**src/rtl/mem_accum_engine.sv**
```systemverilog
// Accumulate-over-memory engine: sums Length RAM words from BaseAddr, writing the total (Mode 0) or in-place prefix sums (Mode 1).
// Optional build macro MEM_ACCUM_SATURATE_EN selects unsigned saturating accumulation instead of modulo wrap.
module mem_accum_engine #(
  parameter int DATA_W = 16,
  parameter int ADDR_W = 5,
  parameter int RD_LAT = 1
) (
  input  logic              Clock,
  input  logic              Reset,
  input  logic              Start,
  input  logic              Mode,
  input  logic [ADDR_W-1:0] BaseAddr,
  input  logic [ADDR_W-1:0] DestAddr,
  input  logic [ADDR_W:0]   Length,
  output logic [ADDR_W-1:0] Address,
  output logic              ReadEnable,
  output logic              WriteEnable,
  output logic [DATA_W-1:0] DataIN,
  input  logic [DATA_W-1:0] DataOut,
  output logic [DATA_W-1:0] Result,
  output logic              Overflow,
  output logic              Busy,
  output logic              Ready,
  output logic [2:0]        fsm_state
);

  typedef enum logic [2:0] {
    S_IDLE  = 3'd0,
    S_READ  = 3'd1,
    S_WAIT  = 3'd2,
    S_WRITE = 3'd3,
    S_DONE  = 3'd4
  } state_t;

  state_t state, state_nx;

  localparam logic [ADDR_W:0] IDX_ONE = (ADDR_W+1)'(1);

  logic              mode_q;
  logic [ADDR_W-1:0] base_q, dest_q;
  logic [ADDR_W:0]   len_q, idx;
  logic [DATA_W-1:0] acc, acc_sum;
  logic [DATA_W:0]   sum_full;
  logic              carry;
  logic [1:0]        wait_cnt;
  logic [ADDR_W-1:0] addr_hold, src_addr;
  logic [DATA_W-1:0] data_hold;
  logic              accept, wait_last, last_elem;

  // Start/Ready handshake: Start is a request taken only while idle or done and not
  // busy; Ready rises one cycle after the FSM reaches DONE and stays until the next accept.
  assign accept    = Start && !Busy && (state == S_IDLE || state == S_DONE);
  assign wait_last = (wait_cnt == 2'(RD_LAT - 1));
  assign last_elem = ((idx + IDX_ONE) >= len_q);
  assign src_addr  = base_q + idx[ADDR_W-1:0];
  assign sum_full  = {1'b0, acc} + {1'b0, DataOut};
  assign carry     = sum_full[DATA_W];
  assign fsm_state = state;

`ifdef MEM_ACCUM_SATURATE_EN
  assign acc_sum = carry ? {DATA_W{1'b1}} : sum_full[DATA_W-1:0];
`else
  assign acc_sum = sum_full[DATA_W-1:0];
`endif

  always_ff @(posedge Clock) begin
    if (!Reset) state <= S_IDLE;
    else        state <= state_nx;
  end

  always_comb begin
    state_nx    = state;
    ReadEnable  = 1'b0;
    WriteEnable = 1'b0;
    Address     = addr_hold;
    DataIN      = data_hold;
    case (state)
      S_IDLE, S_DONE: begin
        if (accept) state_nx = (Length == '0) ? S_DONE : S_READ;
      end
      S_READ: begin
        ReadEnable = 1'b1;
        Address    = src_addr;
        state_nx   = S_WAIT;
      end
      S_WAIT: begin
        if (wait_last) state_nx = (mode_q || last_elem) ? S_WRITE : S_READ;
      end
      S_WRITE: begin
        WriteEnable = 1'b1;
        Address     = mode_q ? src_addr : dest_q;
        DataIN      = acc;
        state_nx    = (mode_q && !last_elem) ? S_READ : S_DONE;
      end
      default: state_nx = S_IDLE;
    endcase
  end

  always_ff @(posedge Clock) begin
    if (!Reset) begin
      mode_q    <= 1'b0;
      base_q    <= '0;
      dest_q    <= '0;
      len_q     <= '0;
      idx       <= '0;
      acc       <= '0;
      wait_cnt  <= '0;
      Overflow  <= 1'b0;
      Busy      <= 1'b0;
      Ready     <= 1'b0;
      Result    <= '0;
      addr_hold <= '0;
      data_hold <= '0;
    end else begin
      if (accept) begin
        mode_q   <= Mode;
        base_q   <= BaseAddr;
        dest_q   <= DestAddr;
        len_q    <= Length;
        idx      <= '0;
        acc      <= '0;
        wait_cnt <= '0;
        Overflow <= 1'b0;
        Busy     <= 1'b1;
        Ready    <= 1'b0;
      end else if (state == S_DONE && Busy) begin
        Busy   <= 1'b0;
        Ready  <= 1'b1;
        Result <= acc;
      end
      case (state)
        S_READ: addr_hold <= src_addr;
        S_WAIT: begin
          if (wait_last) begin
            wait_cnt <= '0;
            acc      <= acc_sum;
            if (carry) Overflow <= 1'b1;
            if (!mode_q && !last_elem) idx <= idx + IDX_ONE;
          end else begin
            wait_cnt <= wait_cnt + 2'd1;
          end
        end
        S_WRITE: begin
          // Address/DataIN keep the last written location visible once idle.
          addr_hold <= Address;
          data_hold <= acc;
          if (mode_q) idx <= idx + IDX_ONE;
        end
        default: ;
      endcase
    end
  end

endmodule

```
**config.mk**
```make
export PLATFORM = sky130hd
export DESIGN_NAME = mem_accum_engine
export DESIGN_NICKNAME = d
export VERILOG_FILES = /design/src/rtl/mem_accum_engine.sv
export SDC_FILE = /design/constraint.sdc
export NUM_CORES = 1
export LEC_CHECK = 0
export CAP_MARGIN = 20
export CORE_MARGIN = 2
export CORE_UTILIZATION = 57
export DETAILED_ROUTE_END_ITERATION = 8
export MAX_ROUTING_LAYER = met4
export PLACE_DENSITY = 0.86
export SYNTH_ARGS = -nofsm -noshare
export SYNTH_HDL_FRONTEND = slang
export SYNTH_SLANG_ARGS = --single-unit
```
**constraint.sdc**
```tcl
create_clock -name Clock -period 8.4 [get_ports Clock]
set_input_delay 2.52 -clock Clock [delete_from_list [all_inputs] [get_ports Clock]]
set_output_delay 2.52 -clock Clock [all_outputs]
set_load 0.03 [all_outputs]
```
After elaboration in Yosys (flattened, before gate mapping)

Cells that the tools add are included.

Add/sub/neg operators: 4
Multipliers: 0
Div/mod/pow operators: 0
$lt $le $gt $ge: 1
Equality and inequality tests: 6
Shifts and indexed selects: 0
Multiplexer cells: 29
Bitwise operators: 2
Reduce and logical (&&, ||, !) cells: 20

Operators with widths:

| cell                | count |
|---|---|
| $mux 16             | 4 |
| $mux 6              | 4 |
| $pmux 5 s2          | 2 |
| $add 16x16->17      | 1 |
| $mux 3              | 4 |
| $pmux 3 s4          | 1 |
| $pmux 6 s2          | 1 |
| $mux 1              | 8 |
| $mux 2              | 4 |
| $add 6x1->6 const B | 1 |
| $eq 3x2->1 const B  | 2 |
| $ge 6x6->1          | 1 |
| $logic_not 6->1     | 1 |
| $reduce_bool 2->1   | 3 |
| $add 5x5->5         | 1 |
| $logic_and 1x1->1   | 5 |
| $mux 5              | 1 |
| $ne 2x2->1 const B  | 2 |
| $reduce_and 2->1    | 2 |
| $reduce_or 2->1     | 2 |
| $eq 3x1->1 const B  | 1 |
| $eq 3x3->1 const B  | 1 |
| $logic_not 1->1     | 3 |
| $logic_not 3->1     | 1 |
| other kinds (4)     | 6 |

Flip-flop bits (word level): 84
Latch bits: 0
Memory bits (writable): 0
ROM bits: 0
Bits of input ports: 36
Output and inout bits: 45
Logic and storage cells: 76
Memories: 0

Depth between registers and ports, before layout

Gate-level depths: netlist of the first run.

Depth after elaboration: 7
Mapped depth: 10
Depth with buffers taken out: 9

Worst setup path after synthesis of the first run

Ideal clock, no wire load.

Path type: register to output
Start: reg idx[0]
End: out Address[4]
Data arrival time: 2.181 ns
Required time: 5.880 ns
Setup slack: 3.699 ns
Cell stages (with the launch flop): 8
Path buffers: 0
Cell sequence: dfxtp_1 ha_1 fa_1 a21o_1 a21oi_1 xnor2_1 mux2i_1 o21ai_0

Longest elaborated chain between the ends: 3

RTL lines:

| item                     | RTL line | text |
|---|---|---|
| start: declaration       | 41       | `logic [ADDR_W:0] len_q, idx;` |
| start signal: assignment | 138      | `if (!mode_q && !last_elem) idx <= idx + IDX_ONE;` |
| start signal: assignment | 147      | `if (mode_q) idx <= idx + IDX_ONE;` |
| $add 5x5->5 *            | 55       | `assign src_addr = base_q + idx[ADDR_W-1:0];` |
| $mux 5                   | 91       | `Address = mode_q ? src_addr : dest_q;` |
| $pmux 5 s2 *             | 77       | `case (state)` |
| end: declaration         | 15       | `output logic [ADDR_W-1:0] Address,` |

Mark *: on every way between the ends. The rest lies on a longest branch, timed or not.

Worst setup path after layout of the first run

Start: reg state[2] (netlist: fsm_state[2])
End: out DataIN[5]

Longest elaborated chain between the ends: 2

RTL lines:

| item                     | RTL line | text |
|---|---|---|
| start: declaration       | 35       | `state_t state, state_nx;` |
| start signal: assignment | 68       | `else state <= state_nx;` |
| $eq 3x2->1               | 77       |  |
| $mux 16                  | --       |  |
| end: declaration         | 18       | `output logic [DATA_W-1:0] DataIN,` |

No other way between the ends.

==> results of run 1 <==
[metrics by stage]
| step | hold WS, ns | cell area [um^2] | utilization [%] |
|---|---|---|---|
| after floorplan | 0.440 | 4420 | - |
| after global placement | 0.453 | 5260 | 69.1 |
| after detailed placement | 0.461 | 5260 | 69.1 |
| after CTS | 0.474 | 5450 | 71.6 |
| after global routing | 0.503 | 5470 | 71.9 |
| final | 0.465 | 5470 | 71.9 |
[layer usage]
metal / part of all wire, % / GRT usage, %
met1: 42 / 30.6
met2: 50 / 46.2
met3: 5.1 / 4.93
met4: 2.6 / 9.70
met5: 0 / -
[state kept, by name (all words and copies together), names as in the netlist, 3 cells and up]
register,flops
Result,16
acc,16
data_hold,16
idx,6
len_q,6
addr_hold,5
base_q,5
dest_q,5
fsm_state,3
[cell families after synthesis]
family	share of synthesized area, %
buffers and inverters	3.42
XOR/XNOR	4.16
flip-flops	38.0
adder cells (fa/ha/maj)	9.11
multiplexers	0.905
AND/OR/NAND/NOR	24.1
AO/OA/AOI/OAI	20.3
[layout by cell type (no fill, tap or decap), types with 3 or more instances in the layout]
cell type	instances
nand3_1	13
a211oi_1	6
dfxtp_1	84
mux2i_1	4
inv_1	10
o21a_1	3
xnor2_1	11
inv_8	3
nand2_1	154
a21oi_1	16
ha_1	29
a21boi_0	38
o21ai_0	28
and2_1	22
clkdlybuf4s50_1	79
or2_2	3
nor2_1	18
nor3_1	3
xor2_1	10
a22oi_1	3
nor2b_1	7
nand2b_1	3
clkbuf_8	9
and3_1	5
a21o_1	6
[cell type report]
type / count / share of cell area, %
multi-input combinational: 422 / 47.5
sequential: 84 / 30.8
timing repair buffer: 83 / 15.2
tap: 102 / 2.33
clock buffer: 9 / 2.27
clock inverter: 7 / 1.21
inverter: 11 / 0.755
[final timing paths]
kind / startpoint / end / cells after the start
worst max-delay path: fsm_state[2] / DataIN[5] / 6
worst min-delay path: len_q[3] / len_q[3] / 2
worst max register to register: idx[1] / idx[0] / 9
worst min register to register: len_q[3] / len_q[3] / 2
[worst max-delay path, cell delays in order, from the launching register on]
cell	delay (ns)
dfxtp_1	0.57
nand2b_1	0.40
or2_1	0.54
inv_2	0.31
nand2_1	0.15
nand2_1	0.08
clkdlybuf4s50_1	0.61
[power groups by stage]
| stage | combinational (mW) | sequential (mW) | clock, mW |
|---|---|---|---|
| 4_1_cts | 0.166 | 0.431 | 0.287 |
| 3_3_place_gp | 0.161 | 0.439 | 0 |
| 5_1_grt | 0.184 | 0.434 | 0.305 |
| 6_report | 0.167 | 0.431 | 0.284 |
| 2_1_floorplan | 0.109 | 0.438 | 0 |
| 3_5_place_dp | 0.165 | 0.440 | 0 |
==> flow_summary.ini, run 1 <==
[run_status]
status = complete, no violations

[die]
fp.dieW_um = 92.1
io_pins = 81
rows = 32
die_area_um2 = 8480
start_util_pct = 58.1
die_h_um = 92.1
core_region_area_um2 = 7610

[worst_hold_path]
min-delay-path-class = flip-flop to flip-flop

[critical_path]
ff2ff_setup_slack_ns = 5.41
cp.required_ns = 5.88
critPathLaunchType = flip-flop
endpoint_kind = primary output
worstPathMaxFanout = 20
crit_type = flip-flop to primary output
cp.arrival_ns = 3.04

[clock_tree]
clk_pin_slew_ns = 0.10
clock_sinks = 84
cts_resized = 0
cts_setup_buffers = 0
cts_hold_buffers = 0
cts_root_buf = clkbuf_8
ctsHtreeMaxLevel = 3
cts_buffer_depth = 2
cts_tree = yes
numCtsBuffers = 9
clock_latency_ns = 0.37

[timing]
maxSlewViolCount = 0
fmaxAchievable_mhz = 180
setup_viol = 0
setup-tns-final_ns = 0
hold_violations = 0
max_slew.worst_pin.slew_ns = 0.706
rsz0062_at_grt = no
fin_skew_ns = 0.00821
postLayoutSetupSlackWorst_ns = 2.84
min_period_ns = 5.56
relSlewSlack_pct = 52.9
fin_crit_sh_pct = 66.2

[detailed_routing]
drcViolationCount = 0
routedWlPerCell_um = 14.9
vias = 4032
dr.pass1.iters = 4
drt-initial-drc-count = 179
drtAntennaViolNets = 0
via_per_inst = 5.62
routed_wl_um = 10700

[power_and_ir_drop]
seq_power_share_pct = 48.9
power_density_nw_per_um2 = 161
p_comb_share_pct = 18.9
p_leak_nw = 2.21
power_mw = 0.882
intPower_mw = 0.599
ir_drop_mv = 0.118
power.switching_mw = 0.283
power_frac_clock_pct = 32.2
p_sw_share_pct = 32.1

[global_routing]
grt_pass1_vias = 3829
antenna_found_initial = 0
grt_max_degree = 81
grt_first_pass_wirelength_um = 17600
overflow = 0
grt_usage_pct = 26.6

[synth]
synth_edf_count = 0
synth_common_cells = nand2_1 (154), dfxtp_1 (84), a21boi_0 (38)
seq_area_frac_synth_pct = 38.0
async_flop_share_pct = 0
synthTopCellsByArea = dfxtp_1 (38%), nand2_1 (13%), ha_1 (8.2%), a21boi_0 (6.4%), o21ai_0 (3.2%)
synthFlopType = dfxtp_1
synth_top_area_share_pct = 38.0
syn_avg_cell_area_um2 = 8.18
synth.most_common_cell = nand2_1
netlist_area_um2 = 4420
ys_types = 56
synth_warnings = 0
synthCells = 541
ys_ff_latch = 84
synth_top_area_cell = dfxtp_1
synth_nets = 608

[layout]
final_layout_size_suffix_gt1_share_pct = 5.36
n_antenna_cell = 0
fin_cells = 718
multi_input_area_um2 = 2590
fillers = 609
fin_nets = 678
regArea_um2 = 1680
area_growth_pct = 23.6

[placed_design]
numPlacedInstances = 701
port_buffers = 80
gp_congestion = 0.896
dp_hpwl_um = 7930
place_ws_ns = 3.15

[run]
drv_cap = 0
Note: power is estimated with default switching activity, not from simulation.
==> inputs of run 2 (changes only) <==
- CORE_UTILIZATION: 57 -> 53
- PLACE_DENSITY: 0.86 -> 0.81
- clock period: 8.4 -> 5.51 ns (I/O delays scaled with it)
==> flow_summary.ini, run 2 (same netlist as run 1, synthesis figures left out) <==
[placed_design]
place_ws_ns = 1.21
numPlacedInstances = 705
port_buffers = 80
gp_congestion = 0.895
place_area_um2 = 5270
dp_hpwl_um = 7590

[die]
die_area_um2 = 9090
die_h_um = 95.4
fp.dieW_um = 95.4
core_region_area_um2 = 8130
io_pins = 81
rows = 33
start_util_pct = 54.4

[timing]
maxSlewViolCount = 0
setup_viol = 0
fin_skew_ns = 0.00959
fmaxAchievable_mhz = 216
fin_crit_sh_pct = 84.1
min_period_ns = 4.63
rsz0062_at_grt = no
postLayoutSetupSlackWorst_ns = 0.876
relSlewSlack_pct = 53.1
setup-tns-final_ns = 0
hold_violations = 0
max_slew.worst_pin.slew_ns = 0.704
fin_hold_ws_ns = 0.469

[power_and_ir_drop]
p_leak_nw = 2.20
ir_drop_mv = 0.158
power_mw = 1.33
power_density_nw_per_um2 = 245

[detailed_routing]
vias = 3914
drcViolationCount = 0
dr.pass1.iters = 5
routed_wl_um = 10300
routedWlPerCell_um = 14.3
drtAntennaViolNets = 0
drt-initial-drc-count = 193
via_per_inst = 5.43

[global_routing]
top_usage_layer = met2
antenna_found_initial = 0
grtUsageMet1_pct = 29.9
grt_usage_pct = 25.1
grt_max_degree = 54
grt_use_met2_pct = 43.5
grt_first_pass_wirelength_um = 17300
gr-usage-met3_pct = 3.79
grt_pass1_vias = 3670
overflow = 0

[clock_tree]
cts_resized = 0
clk_pin_slew_ns = 0.09
cts_hold_buffers = 0
ctsHtreeMaxLevel = 3
cts_tree = yes
clock_latency_ns = 0.36
numCtsBuffers = 9
cts_buffer_depth = 2
clock_sinks = 84
cts_setup_buffers = 0
cts_root_buf = clkbuf_8

[layout]
utilization_pct = 67.1
n_antenna_cell = 0
fillers = 681
final_layout_size_suffix_gt1_share_pct = 5.36
final_common_cell = nand2_1
fin_cells = 721
final_cell_mix = nand2_1 (154), dfxtp_1 (84), clkdlybuf4s50_1 (79), a21boi_0 (38), ha_1 (29)
finish.instance_area_um2 = 5460
fin_nets = 678
area_growth_pct = 23.3
largestRegisters = Result: 16 flops, acc: 16 flops, data_hold: 16 flops

[critical_path]
worstPathMaxFanout = 20
endpoint_kind = primary output
cp_common_cell = nand2_1
critPathLaunchType = flip-flop
cp.required_ns = 3.86
path_cells = nand2b_1 -> or2_1 -> inv_2 -> nand2_1 -> nand2_1 -> clkdlybuf4s50_1
critPathMaxStageDelay_ns = 0.60
crit_type = flip-flop to primary output
cp.arrival_ns = 2.98
crit_slowest_cell = clkdlybuf4s50_1

[run_status]
status = complete, no violations

[run]
drv_cap = 0

[worst_hold_path]
min-delay-path-class = flip-flop to flip-flop
run 2: cell counts in the layout (fill, tap and decap cells not counted):
Identical to the previous run, type by type.
run 2: critical path: cells and delay by family, from the launching register on:
kind                   cells  cell delay, ns
AND/OR/NAND/NOR            4            1.16
flip-flops                 1            0.56
buffers and inverters      2            0.90
run 2: final timing paths:
kind,start,cells after the start,slack (ns),endpoint
worst max register to register,idx[1],9,2.54,idx[0]
worst max-delay path,fsm_state[2],6,0.88,DataIN[12]
worst min-delay path,dest_q[4],2,0.47,dest_q[4]
worst min register to register,dest_q[4],2,0.47,dest_q[4]
run 2: layout make-up:
cell class              instances  area [um^2]  area share, %
multi-input cells             422         2590           47.6
flip-flops and latches         84         1680           30.8
well taps                     105          131           2.41
inverters                      11         41.3          0.757
clock buffers                   9          124           2.27
clock inverters                 7         63.8           1.17
repair buffers                 83          818           15.0
run 2: where the power goes:
part,internal [mW],switching (mW)
combinational,0.106,0.146
sequential,0.631,0.0255
clock,0.175,0.252
run 2: metal layers:
| layer | part of all wire [%] | routed length [um] | up-vias |
|---|---|---|---|
| met4 | 1.5 | 155 | 0 |
| li1 | - | - | 1991 |
| met2 | 51 | 5240 | 115 |
| met3 | 5.1 | 523 | 15 |
| met1 | 43 | 4420 | 1793 |
| met5 | 0 | 0 | - |
==> inputs of run 3 (changes only) <==
- CORE_UTILIZATION: 53 -> 48
- PLACE_DENSITY: 0.81 -> 0.77
- clock period: 5.51 -> 3.9 ns (I/O delays scaled with it)
==> flow_summary.ini, run 3 (same netlist as run 1, synthesis figures left out) <==
[run_status]
status = complete, no violations

[detailed_routing]
drt-initial-drc-count = 159
vias = 3912
routedWlPerCell_um = 14.6
drtAntennaViolNets = 0
drcViolationCount = 0
dr.pass1.iters = 4
via_per_inst = 5.36
routed_wl_um = 10700

[global_routing]
grt_first_pass_wirelength_um = 17700
antenna_found_initial = 0
overflow = 0
grt_max_degree = 42
grt_pass1_vias = 3745
grt_usage_pct = 22.6

[critical_path]
rr_startpoint = idx[1]
cp.arrival_ns = 2.53
path_cells = ha_1 -> fa_1 -> a21o_1 -> a21oi_1 -> xnor2_1 -> mux2i_1 -> o21ai_0 -> dlygate4sd1_1
endpoint_kind = primary output
crit_family = adder cells
critPathLaunchType = flip-flop
critPathBufInv = 1
worstRegToRegCells = 9
crit_slowest_cell = fa_1
cp.required_ns = 2.73
ff2ff_setup_slack_ns = 0.95
critPathMaxStageDelay_ns = 0.41
r2r_end = idx[0]
crit_type = flip-flop to primary output
worstPathMaxFanout = 7

[timing]
maxSlewViolCount = 0
fin_skew_ns = 0.0108
fmaxAchievable_mhz = 270
hold_violations = 0
setup_viol = 0
setup-tns-final_ns = 0
relSlewSlack_pct = 54.9
min_period_ns = 3.70
postLayoutSetupSlackWorst_ns = 0.199
fin_crit_sh_pct = 94.9
rsz0062_at_grt = no
fin_hold_ws_ns = 0.465
max_slew.worst_pin.slew_ns = 0.677

[power_and_ir_drop]
p_leak_nw = 2.27
power_density_nw_per_um2 = 351
ir_drop_mv = 0.280

[layout]
final_layout_size_suffix_gt1_share_pct = 5.82
largestRegisters = Result: 16 flops, acc: 16 flops, data_hold: 16 flops
final_common_cell = nand2_1
final_cell_mix = nand2_1 (154), dfxtp_1 (84), clkdlybuf4s50_1 (76), a21boi_0 (38), ha_1 (29)
n_antenna_cell = 0
utilization_pct = 60.5
finish.instance_area_um2 = 5510
fin_nets = 681
area_growth_pct = 24.5

[placed_design]
place_ws_ns = 0.173
place_area_um2 = 5300
dp_hpwl_um = 7940
port_buffers = 80
gp_congestion = 0.915

[clock_tree]
numCtsBuffers = 9
cts_root_buf = clkbuf_8
clock_latency_ns = 0.35
cts_buffer_depth = 2
cts_tree = yes
ctsHtreeMaxLevel = 3
clock_sinks = 84
clk_pin_slew_ns = 0.09
cts_setup_buffers = 0

[die]
rows = 35
io_pins = 81
die_h_um = 100
start_util_pct = 48.6
fp.dieW_um = 100
die_area_um2 = 10000
core_region_area_um2 = 9110

[worst_hold_path]
hp-start = dest_q[2]
worstHoldEndpoint = dest_q[2]
min-delay-path-class = flip-flop to flip-flop
min_path_cells = 2

[run]
drv_cap = 0
## run 3: cell count changes in the layout (fill, tap and decap cells not counted), sizes merged
cell	change
clkinvlp	-1
dlymetal6s2s	+2
dlygate4sd1	+1
clkdlybuf4s50	-3
inv	-2
clkinv	+2
buf	+3
bufinv	+1
## run 3: final cells by class
cell class | count | area (um^2)
inverters | 11 | 41.3
repair buffers | 86 | 845
well taps | 111 | 139
clock inverters | 7 | 81.3
multi-input cells | 422 | 2590
flip-flops and latches | 84 | 1680
clock buffers | 9 | 124
fillers | 822 | 3600
## run 3: worst max path at each step
stage                          start          to  slack (ns)  cells after the start
final                         idx[0]  Address[4]        0.20                      8
after global routing          idx[0]  Address[4]       0.006                      8
after CTS                     idx[1]  Address[3]        0.07                      7
after detailed placement  DataOut[0]    Overflow        0.17                      9
after global placement        idx[0]  Address[4]        0.31                      8
after floorplan               idx[0]  Address[4]        0.55                      7
## run 3: power breakdown
group	internal, mW	total, mW	switching [mW]	leakage (nW)
Sequential	0.891	0.926	0.0348	0.680
Combinational	0.152	0.362	0.210	1.49
Clock	0.305	0.644	0.339	0.101
## run 3: worst reg2reg max path: stages (launching register included)
cell and delay (ns):
dfxtp_1 0.46, ha_1 0.27, nand3_1 0.11, xnor2_1 0.23, ha_1 0.28, a21o_1 0.18, a221oi_1 0.62, a22oi_2 0.26
and3_1 0.26, o21a_1 0.17
## run 3: per-stage QoR
step	cells	total power, mW
final	730	1.93
after global routing	730	2.02
after CTS	730	1.95
after detailed placement	714	1.31
after global placement	714	1.30
after floorplan	541	1.18
## run 3: per-layer routing
layer | wire length (um) | GRT usage, %
met3 | 595 | 4.94
met2 | 5180 | 38.5
met5 | 0 | -
met4 | 272 | 6.95
met1 | 4650 | 26.7
## run 3: what timing repair did
action	CTS	global route
hold buffers	0	0
gates resized for setup	1	4
setup endpoints to repair	1	3
